<file path="config.mk">
export PLATFORM = sky130hd
export DESIGN_NAME = cic_rate_controller
export DESIGN_NICKNAME = d
export VERILOG_FILES = /design/src/rtl/cic_ctrl_pkg.sv /design/src/rtl/cic_settle_counter.sv /design/src/rtl/cic_rate_controller.sv
export SDC_FILE = /design/constraint.sdc
export NUM_CORES = 1
export LEC_CHECK = 0
export BUFFER_PORTS_ARGS = -buffer_cell sky130_fd_sc_hd__buf_2
export CAP_MARGIN = 25
export CORE_ASPECT_RATIO = 0.7
export CORE_UTILIZATION = 52
export CTS_BUF_LIST = sky130_fd_sc_hd__clkbuf_8
export DETAILED_ROUTE_END_ITERATION = 10
export HOLD_SLACK_MARGIN = 0.03
export PLACE_DENSITY = 0.82
export SLEW_MARGIN = 40
export SYNTH_ARGS = -nofsm -noshare
export SYNTH_HDL_FRONTEND = slang
export SYNTH_SLANG_ARGS = --single-unit
export TNS_END_PERCENT = 20
</file>
<file path="constraint.sdc">
create_clock -name clock -period 2.75 [get_ports clock]
set_input_delay 0.275 -clock clock [delete_from_list [all_inputs] [get_ports clock]]
set_output_delay 0.275 -clock clock [all_outputs]
set_load 0.01 [all_outputs]
</file>
<file path="src/rtl/cic_ctrl_pkg.sv">
// Shared state encoding and counter-width helpers for the CIC rate controller.
// Used by cic_rate_controller (optional timeout: CIC_RATE_CTRL_SETTLE_TIMEOUT_EN).
package cic_ctrl_pkg;

    typedef enum logic [1:0] {
        ST_RUN     = 2'd0,
        ST_FLUSH   = 2'd1,
        ST_SETTLE  = 2'd2,
        ST_STOPPED = 2'd3
    } ctrl_state_t;

    localparam int DEFAULT_SETTLE_TIMEOUT = 1048576;

    // Bits needed to hold a count running 0 .. n-1.
    function automatic int cnt_width(input int n);
        return (n <= 2) ? 1 : $clog2(n);
    endfunction

    function automatic int max2(input int a, input int b);
        return (a > b) ? a : b;
    endfunction

endpackage

</file>
<file path="src/rtl/cic_settle_counter.sv">
// Saturating up-counter shared by the flush and settle phases: load clears it,
// count-enable advances it, terminal flags that it sits at the current limit.
module cic_settle_counter #(
    parameter int WIDTH = 2
) (
    input  logic             clock,
    input  logic             reset,
    input  logic             i_load,
    input  logic             i_count_en,
    input  logic [WIDTH-1:0] i_limit,
    output logic             o_terminal
);

    logic [WIDTH-1:0] r_count;

    always_ff @(posedge clock or posedge reset) begin
        if (reset) begin
            r_count <= '0;
        end else if (i_load) begin
            r_count <= '0;
        end else if (i_count_en && (r_count != i_limit)) begin
            r_count <= r_count + 1'b1;
        end
    end

    assign o_terminal = (r_count == i_limit);

endmodule

</file>
<file path="src/rtl/cic_rate_controller.sv">
// Sequences CIC decimation-rate changes: flush the filter, discard settling
// outputs, then pass valid through. Optional macro: CIC_RATE_CTRL_SETTLE_TIMEOUT_EN.
module cic_rate_controller
    import cic_ctrl_pkg::*;
#(
    parameter int MAX_CIC_RATE   = 16384,
    parameter int RESET_RATE     = 1,
    parameter int FLUSH_CYCLES   = 4,
    parameter int SETTLE_OUTPUTS = 3,
`ifdef CIC_RATE_CTRL_SETTLE_TIMEOUT_EN
    parameter int SETTLE_TIMEOUT = DEFAULT_SETTLE_TIMEOUT,
`endif
    localparam int RATE_BITS = $clog2(MAX_CIC_RATE + 1)
) (
    input  logic                 clock,
    input  logic                 reset,
    input  logic [RATE_BITS-1:0] rate_request,
    input  logic                 rate_request_valid,
    output logic                 rate_request_ready,
    output logic [RATE_BITS-1:0] cic_rate,
    output logic                 cic_reset,
    input  logic                 cic_valid_in,
    output logic                 cic_valid_out,
    output logic                 busy,
    output logic                 rate_error,
`ifdef CIC_RATE_CTRL_SETTLE_TIMEOUT_EN
    output logic                 settle_timeout,
`endif
    output ctrl_state_t          o_dbg_state
);

    localparam int                 CNT_W       = cnt_width(max2(FLUSH_CYCLES, SETTLE_OUTPUTS));
    localparam logic [CNT_W-1:0]   FLUSH_LAST  = CNT_W'(FLUSH_CYCLES - 1);
    localparam logic [CNT_W-1:0]   SETTLE_LAST = CNT_W'(SETTLE_OUTPUTS - 1);
    localparam ctrl_state_t        RESET_STATE = (RESET_RATE == 0) ? ST_STOPPED : ST_RUN;

    ctrl_state_t          r_state;
    ctrl_state_t          w_next_state;
    logic [RATE_BITS-1:0] r_cic_rate;
    logic [RATE_BITS-1:0] w_next_rate;
    logic                 r_rate_error;
    logic                 w_rate_error;
    logic                 w_accept;
    logic                 w_cnt_load;
    logic                 w_cnt_en;
    logic [CNT_W-1:0]     w_cnt_limit;
    logic                 w_cnt_done;

`ifdef CIC_RATE_CTRL_SETTLE_TIMEOUT_EN
    localparam int               TO_W    = cnt_width(SETTLE_TIMEOUT);
    localparam logic [TO_W-1:0]  TO_LAST = TO_W'(SETTLE_TIMEOUT - 1);

    logic r_settle_timeout;
    logic w_timeout_fire;
    logic w_to_done;

    cic_settle_counter #(.WIDTH(TO_W)) u_timeout_counter (
        .clock      (clock),
        .reset      (reset),
        .i_load     (w_cnt_load),
        .i_count_en (r_state == ST_SETTLE),
        .i_limit    (TO_LAST),
        .o_terminal (w_to_done)
    );
`endif

    // One counter serves both phases; its limit follows the current state.
    assign w_cnt_en    = (r_state == ST_FLUSH) || ((r_state == ST_SETTLE) && cic_valid_in);
    assign w_cnt_limit = (r_state == ST_FLUSH) ? FLUSH_LAST : SETTLE_LAST;

    cic_settle_counter #(.WIDTH(CNT_W)) u_phase_counter (
        .clock      (clock),
        .reset      (reset),
        .i_load     (w_cnt_load),
        .i_count_en (w_cnt_en),
        .i_limit    (w_cnt_limit),
        .o_terminal (w_cnt_done)
    );

    assign rate_request_ready = (r_state == ST_RUN) || (r_state == ST_STOPPED);
    assign w_accept           = rate_request_valid && rate_request_ready;

    always_comb begin
        w_next_state = r_state;
        w_next_rate  = r_cic_rate;
        w_rate_error = 1'b0;
        w_cnt_load   = 1'b0;
`ifdef CIC_RATE_CTRL_SETTLE_TIMEOUT_EN
        w_timeout_fire = 1'b0;
`endif
        case (r_state)
            ST_RUN, ST_STOPPED: begin
                if (w_accept) begin
                    if (rate_request > RATE_BITS'(MAX_CIC_RATE)) begin
                        w_rate_error = 1'b1;
                    end else if (rate_request != r_cic_rate) begin
                        w_next_rate  = rate_request;
                        w_next_state = ST_FLUSH;
                        w_cnt_load   = 1'b1;
                    end
                end
            end
            ST_FLUSH: begin
                if (w_cnt_done) begin
                    w_cnt_load = 1'b1;
                    if (r_cic_rate == '0) begin
                        w_next_state = ST_STOPPED;
                    end else if ((r_cic_rate == RATE_BITS'(1)) || (SETTLE_OUTPUTS == 0)) begin
                        w_next_state = ST_RUN;
                    end else begin
                        w_next_state = ST_SETTLE;
                    end
                end
            end
            ST_SETTLE: begin
                if (cic_valid_in && w_cnt_done) begin
                    w_next_state = ST_RUN;
`ifdef CIC_RATE_CTRL_SETTLE_TIMEOUT_EN
                end else if (w_to_done) begin
                    w_next_state   = ST_RUN;
                    w_timeout_fire = 1'b1;
`endif
                end
            end
            default: w_next_state = RESET_STATE;
        endcase
    end

    always_ff @(posedge clock or posedge reset) begin
        if (reset) begin
            r_state      <= RESET_STATE;
            r_cic_rate   <= RATE_BITS'(RESET_RATE);
            r_rate_error <= 1'b0;
        end else begin
            r_state      <= w_next_state;
            r_cic_rate   <= w_next_rate;
            r_rate_error <= w_rate_error;
        end
    end

`ifdef CIC_RATE_CTRL_SETTLE_TIMEOUT_EN
    always_ff @(posedge clock or posedge reset) begin
        if (reset) begin
            r_settle_timeout <= 1'b0;
        end else begin
            r_settle_timeout <= w_timeout_fire;
        end
    end

    assign settle_timeout = r_settle_timeout;
`endif

    assign cic_rate      = r_cic_rate;
    assign cic_reset     = (r_state == ST_FLUSH);
    assign cic_valid_out = (r_state == ST_RUN) && cic_valid_in;
    assign busy          = (r_state != ST_RUN);
    assign rate_error    = r_rate_error;
    assign o_dbg_state   = r_state;

endmodule

</file>
==> results_dict.tcl <==
set metrics [dict create \
    drtPass1Iterations 4 \
    timing.critical_path.buf_inv 1 \
    timing.final.crit_period_ns 2.21 \
    ir_worst_vdd_uv 607 \
    drc 0 \
    finalInstanceArea_um2 1480 \
    cts.sink_count 20 \
    antenna_violating_nets_post_route 0 \
    portBuffers 40 \
    cts_hold_buf 0 \
    routed_length_per_instance_um 14.5 \
    unrepaired_setup_endpoints_after_global_routing "false" \
    synth.net_count 128 \
    vias_in_the_first_global_route 887 \
    peak_clock_frequency_supported_by_timing_ghz 0.452 \
    gp_congestion 0.792 \
    htree_num_levels 1 \
    syn_avg_cell_area_um2 11.5 \
    clock_skew_ns 0.00279 \
    cts.reportedPaths.clkPinSlew_ns 0.07 \
    number_of_antenna_violations_at_the_first_check_in_global_routing 0 \
    required_ns 2.89 \
    die_width_um 59.9 \
    core-area_um2 2190 \
    net_sw_frac 0.399 \
    tritoncts.num_buffers 3 \
    ys_seq_elements 20 \
    fin_hold_ws_ns 0.0343 \
    run_status "finished clean" \
    wirelength_mm 2.61 \
    clockBufferDepth 2 \
    diode_insertion_count_for_antenna_repair 0 \
    power.sequential.fraction 0.356 \
    flow.area_growth_from_synthesis_pct 21.1 \
    synth-seq-area-share 0.411 \
    io_pins 41 \
    crit_slowest_cell "sky130_fd_sc_hd__dfstp_2" \
    synthCells 106 \
    final_min_period_over_clock_period 0.805 \
    first_iter_violations 47 \
    grt_use_total 0.225 \
    power.share.combinational 0.536 \
    clkLatencyLatePin_ns 0.25 \
    part_of_the_power_in_the_clock_network 0.108 \
    fin_nets 171 \
    cpPeakStageDelay_ns 0.57 \
    cell_area_power_density_nw_per_um2 1190 \
    power_switching_mw 0.701 \
    crit_arrival_ns 2.35 \
    placement_rows 14 \
    post_synth_instance_area_um2 1220 \
    starting_density_of_the_core 0.557 \
    layoutNonFillerInstCount 180 \
    tritoncts_clock_tree "built" \
    grt_max_degree 21 \
    quantity_of_gates_resized_following_cts 0 \
    finalSetupViolations 0 \
    slew_headroom 0.530 \
    critical_path_class "flop to flop" \
    worst-path-max-fanout 15 \
    cell_internal_pwr_mw 1.06 \
    place_hpwl_mm 2.03 \
    grt_pass1_wl_mm 4.14 \
    post-cts-setup-buffers 0 \
    static-leakage-power_nw 0.704 \
    critical-path-top-delay-family "simple AND/OR/NAND/NOR gates" \
    vias_per_cell 5.27 \
    die_boundary_height_um 42.5 \
    number_of_cells_traversed_by_the_worst_register_to_register_path 6 \
    worstSetupPathDepth 6 \
    floorplan.die_area_um2 2550 \
    setup.worst_path.end_class "flop" \
    reg2reg_from "cic_rate[0]" \
    routed-via-count 949 \
    layout-drive-gt1-share 0.426 \
    final_max_slew_viol_count 0 \
    setup_total_negative_slack_ns 0 \
    timing.max_cap.violations 0 \
    worst_setup_path_startpoint "cic_rate[0]" \
    worstPathCellList "xnor2_1, nand4_1, nor4_1, or2_1, buf_4, mux2_2" \
    synth-warning-count 0 \
    startpoint_type "flop" \
    cts.root.buffer_cell "sky130_fd_sc_hd__clkbuf_8" \
    tightestPinTransition_ns 0.701 \
    hold_viol_final 0 \
    synth.distinct_cells 35 \
    min-delay-path-class "input port to async pin" \
    placed_insts 176 \
    grt_overflow 0 \
    post_dp_cell_area_um2 1430 \
]
==> layout by cell type (no fill, tap or decap), types with 2 or more instances in the layout <==
cell type and instances:
sky130_fd_sc_hd__buf_2 40, sky130_fd_sc_hd__dfrtp_1 19, sky130_fd_sc_hd__xnor2_1 15, sky130_fd_sc_hd__mux2_4 10
sky130_fd_sc_hd__nor4_1 7, sky130_fd_sc_hd__inv_1 7, sky130_fd_sc_hd__mux2_2 6, sky130_fd_sc_hd__nand4_1 4
sky130_fd_sc_hd__nand2_1 4, sky130_fd_sc_hd__nand3_1 3, sky130_fd_sc_hd__nor2_1 3, sky130_fd_sc_hd__ha_1 3
sky130_fd_sc_hd__clkbuf_8 3, sky130_fd_sc_hd__mux2i_1 2
==> worst paths after layout <==
path                                              end  slack (ns)
max                                       cic_rate[5]        0.54
min                                       cic_rate[7]        0.03
max reg2reg                               cic_rate[5]        0.54
min reg2reg                u_phase_counter.r_count[1]        0.56
max in group asynchronous                 cic_rate[0]        2.36
min in group clock                        cic_rate[6]        0.29
==> cell type report <==
type | instances | area (um^2)
inverter | 7 | 26.3
tap | 32 | 40.0
sequential | 20 | 502
clock inverter | 1 | 3.75
timing repair buffer | 41 | 208
multi-input combinational | 76 | 657
fill | 177 | 712
clock buffer | 3 | 41.3
==> per-layer routing <==
layer	wire, um	part of all wire	global-route usage
met3	177	0.068	0.0648
met1	1220	0.47	0.314
met5	0	0	0
met4	14	0.0054	0.0419
met2	1190	0.46	0.347
==> cells in the mapped netlist <==
cell type                   count  area share
sky130_fd_sc_hd__nand3_1        3       0.012
sky130_fd_sc_hd__a311oi_1       1      0.0072
sky130_fd_sc_hd__clkbuf_1       1      0.0031
sky130_fd_sc_hd__nand4bb_1      1      0.0092
sky130_fd_sc_hd__a21boi_0       1      0.0062
sky130_fd_sc_hd__or2_1          1      0.0051
sky130_fd_sc_hd__nand4_1        4       0.021
sky130_fd_sc_hd__o21bai_1       1      0.0062
sky130_fd_sc_hd__nand2b_1       1      0.0051
sky130_fd_sc_hd__buf_6          1      0.0092
sky130_fd_sc_hd__dfstp_2        1       0.022
sky130_fd_sc_hd__a21oi_1        1      0.0041
sky130_fd_sc_hd__nor2_1         3      0.0092
sky130_fd_sc_hd__o211ai_1       1      0.0062
sky130_fd_sc_hd__buf_12         1       0.016
sky130_fd_sc_hd__o21ai_1        1      0.0041
sky130_fd_sc_hd__a41o_2         1      0.0092
sky130_fd_sc_hd__o22ai_1        1      0.0051
sky130_fd_sc_hd__and2_1         1      0.0051
sky130_fd_sc_hd__nor3_1         1      0.0041
sky130_fd_sc_hd__xnor2_1       15        0.11
sky130_fd_sc_hd__mux2_4        10        0.12
sky130_fd_sc_hd__inv_1          7       0.022
sky130_fd_sc_hd__mux2i_1        2       0.016
sky130_fd_sc_hd__nor3b_1        1      0.0062
sky130_fd_sc_hd__ha_1           3       0.031
sky130_fd_sc_hd__o221ai_1       1      0.0072
sky130_fd_sc_hd__nand2_1        4       0.012
sky130_fd_sc_hd__o311ai_0       1      0.0072
sky130_fd_sc_hd__nor2b_1        1      0.0051
sky130_fd_sc_hd__mux2_2         6       0.055
sky130_fd_sc_hd__o21ai_0        1      0.0041
sky130_fd_sc_hd__nor4_1         7       0.036
sky130_fd_sc_hd__nand3_2        1      0.0082
sky130_fd_sc_hd__dfrtp_1       19        0.39
==> logic make-up (layout without fill, tap and decap cells) <==
group                    Yosys count  count (layout)  synth area share
flip-flops                        20              20             0.411
multiplexers                      18              18             0.195
buffers and inverters             10              52            0.0503
adder cells (fa/ha/maj)            3               3            0.0308
AO/OA/AOI/OAI                     11              11            0.0667
AND/OR/NAND/NOR                   29              29             0.138
XOR/XNOR                          15              15             0.108
==> power by group through the flow <==
stage,Clock (mW),Combinational [mW],Sequential (mW)
floorplan,0,0.619,0.664
global placement,0,0.921,0.615
detailed placement,0,0.938,0.629
CTS,0.192,0.944,0.626
global route,0.212,1.03,0.649
finish,0.190,0.942,0.625
==> registers in the layout (all words and copies together), names as in the netlist <==
| register | cells |
|---|---|
| cic_rate | 15 |
| o_dbg_state | 2 |
| rate_error | 1 |
| u_phase_counter.r_count | 2 |
==> per-stage QoR <==
stage | worst slack (ns) | total power [mW] | util
after floorplan | 0.680 | 1.28 | -
after global placement | 0.648 | 1.54 | 0.654
after detailed placement | 0.533 | 1.57 | 0.654
after CTS | 0.530 | 1.76 | 0.675
after global routing | 0.404 | 1.89 | 0.675
final | 0.537 | 1.76 | 0.675
Note: power is estimated with default switching activity, not from simulation.
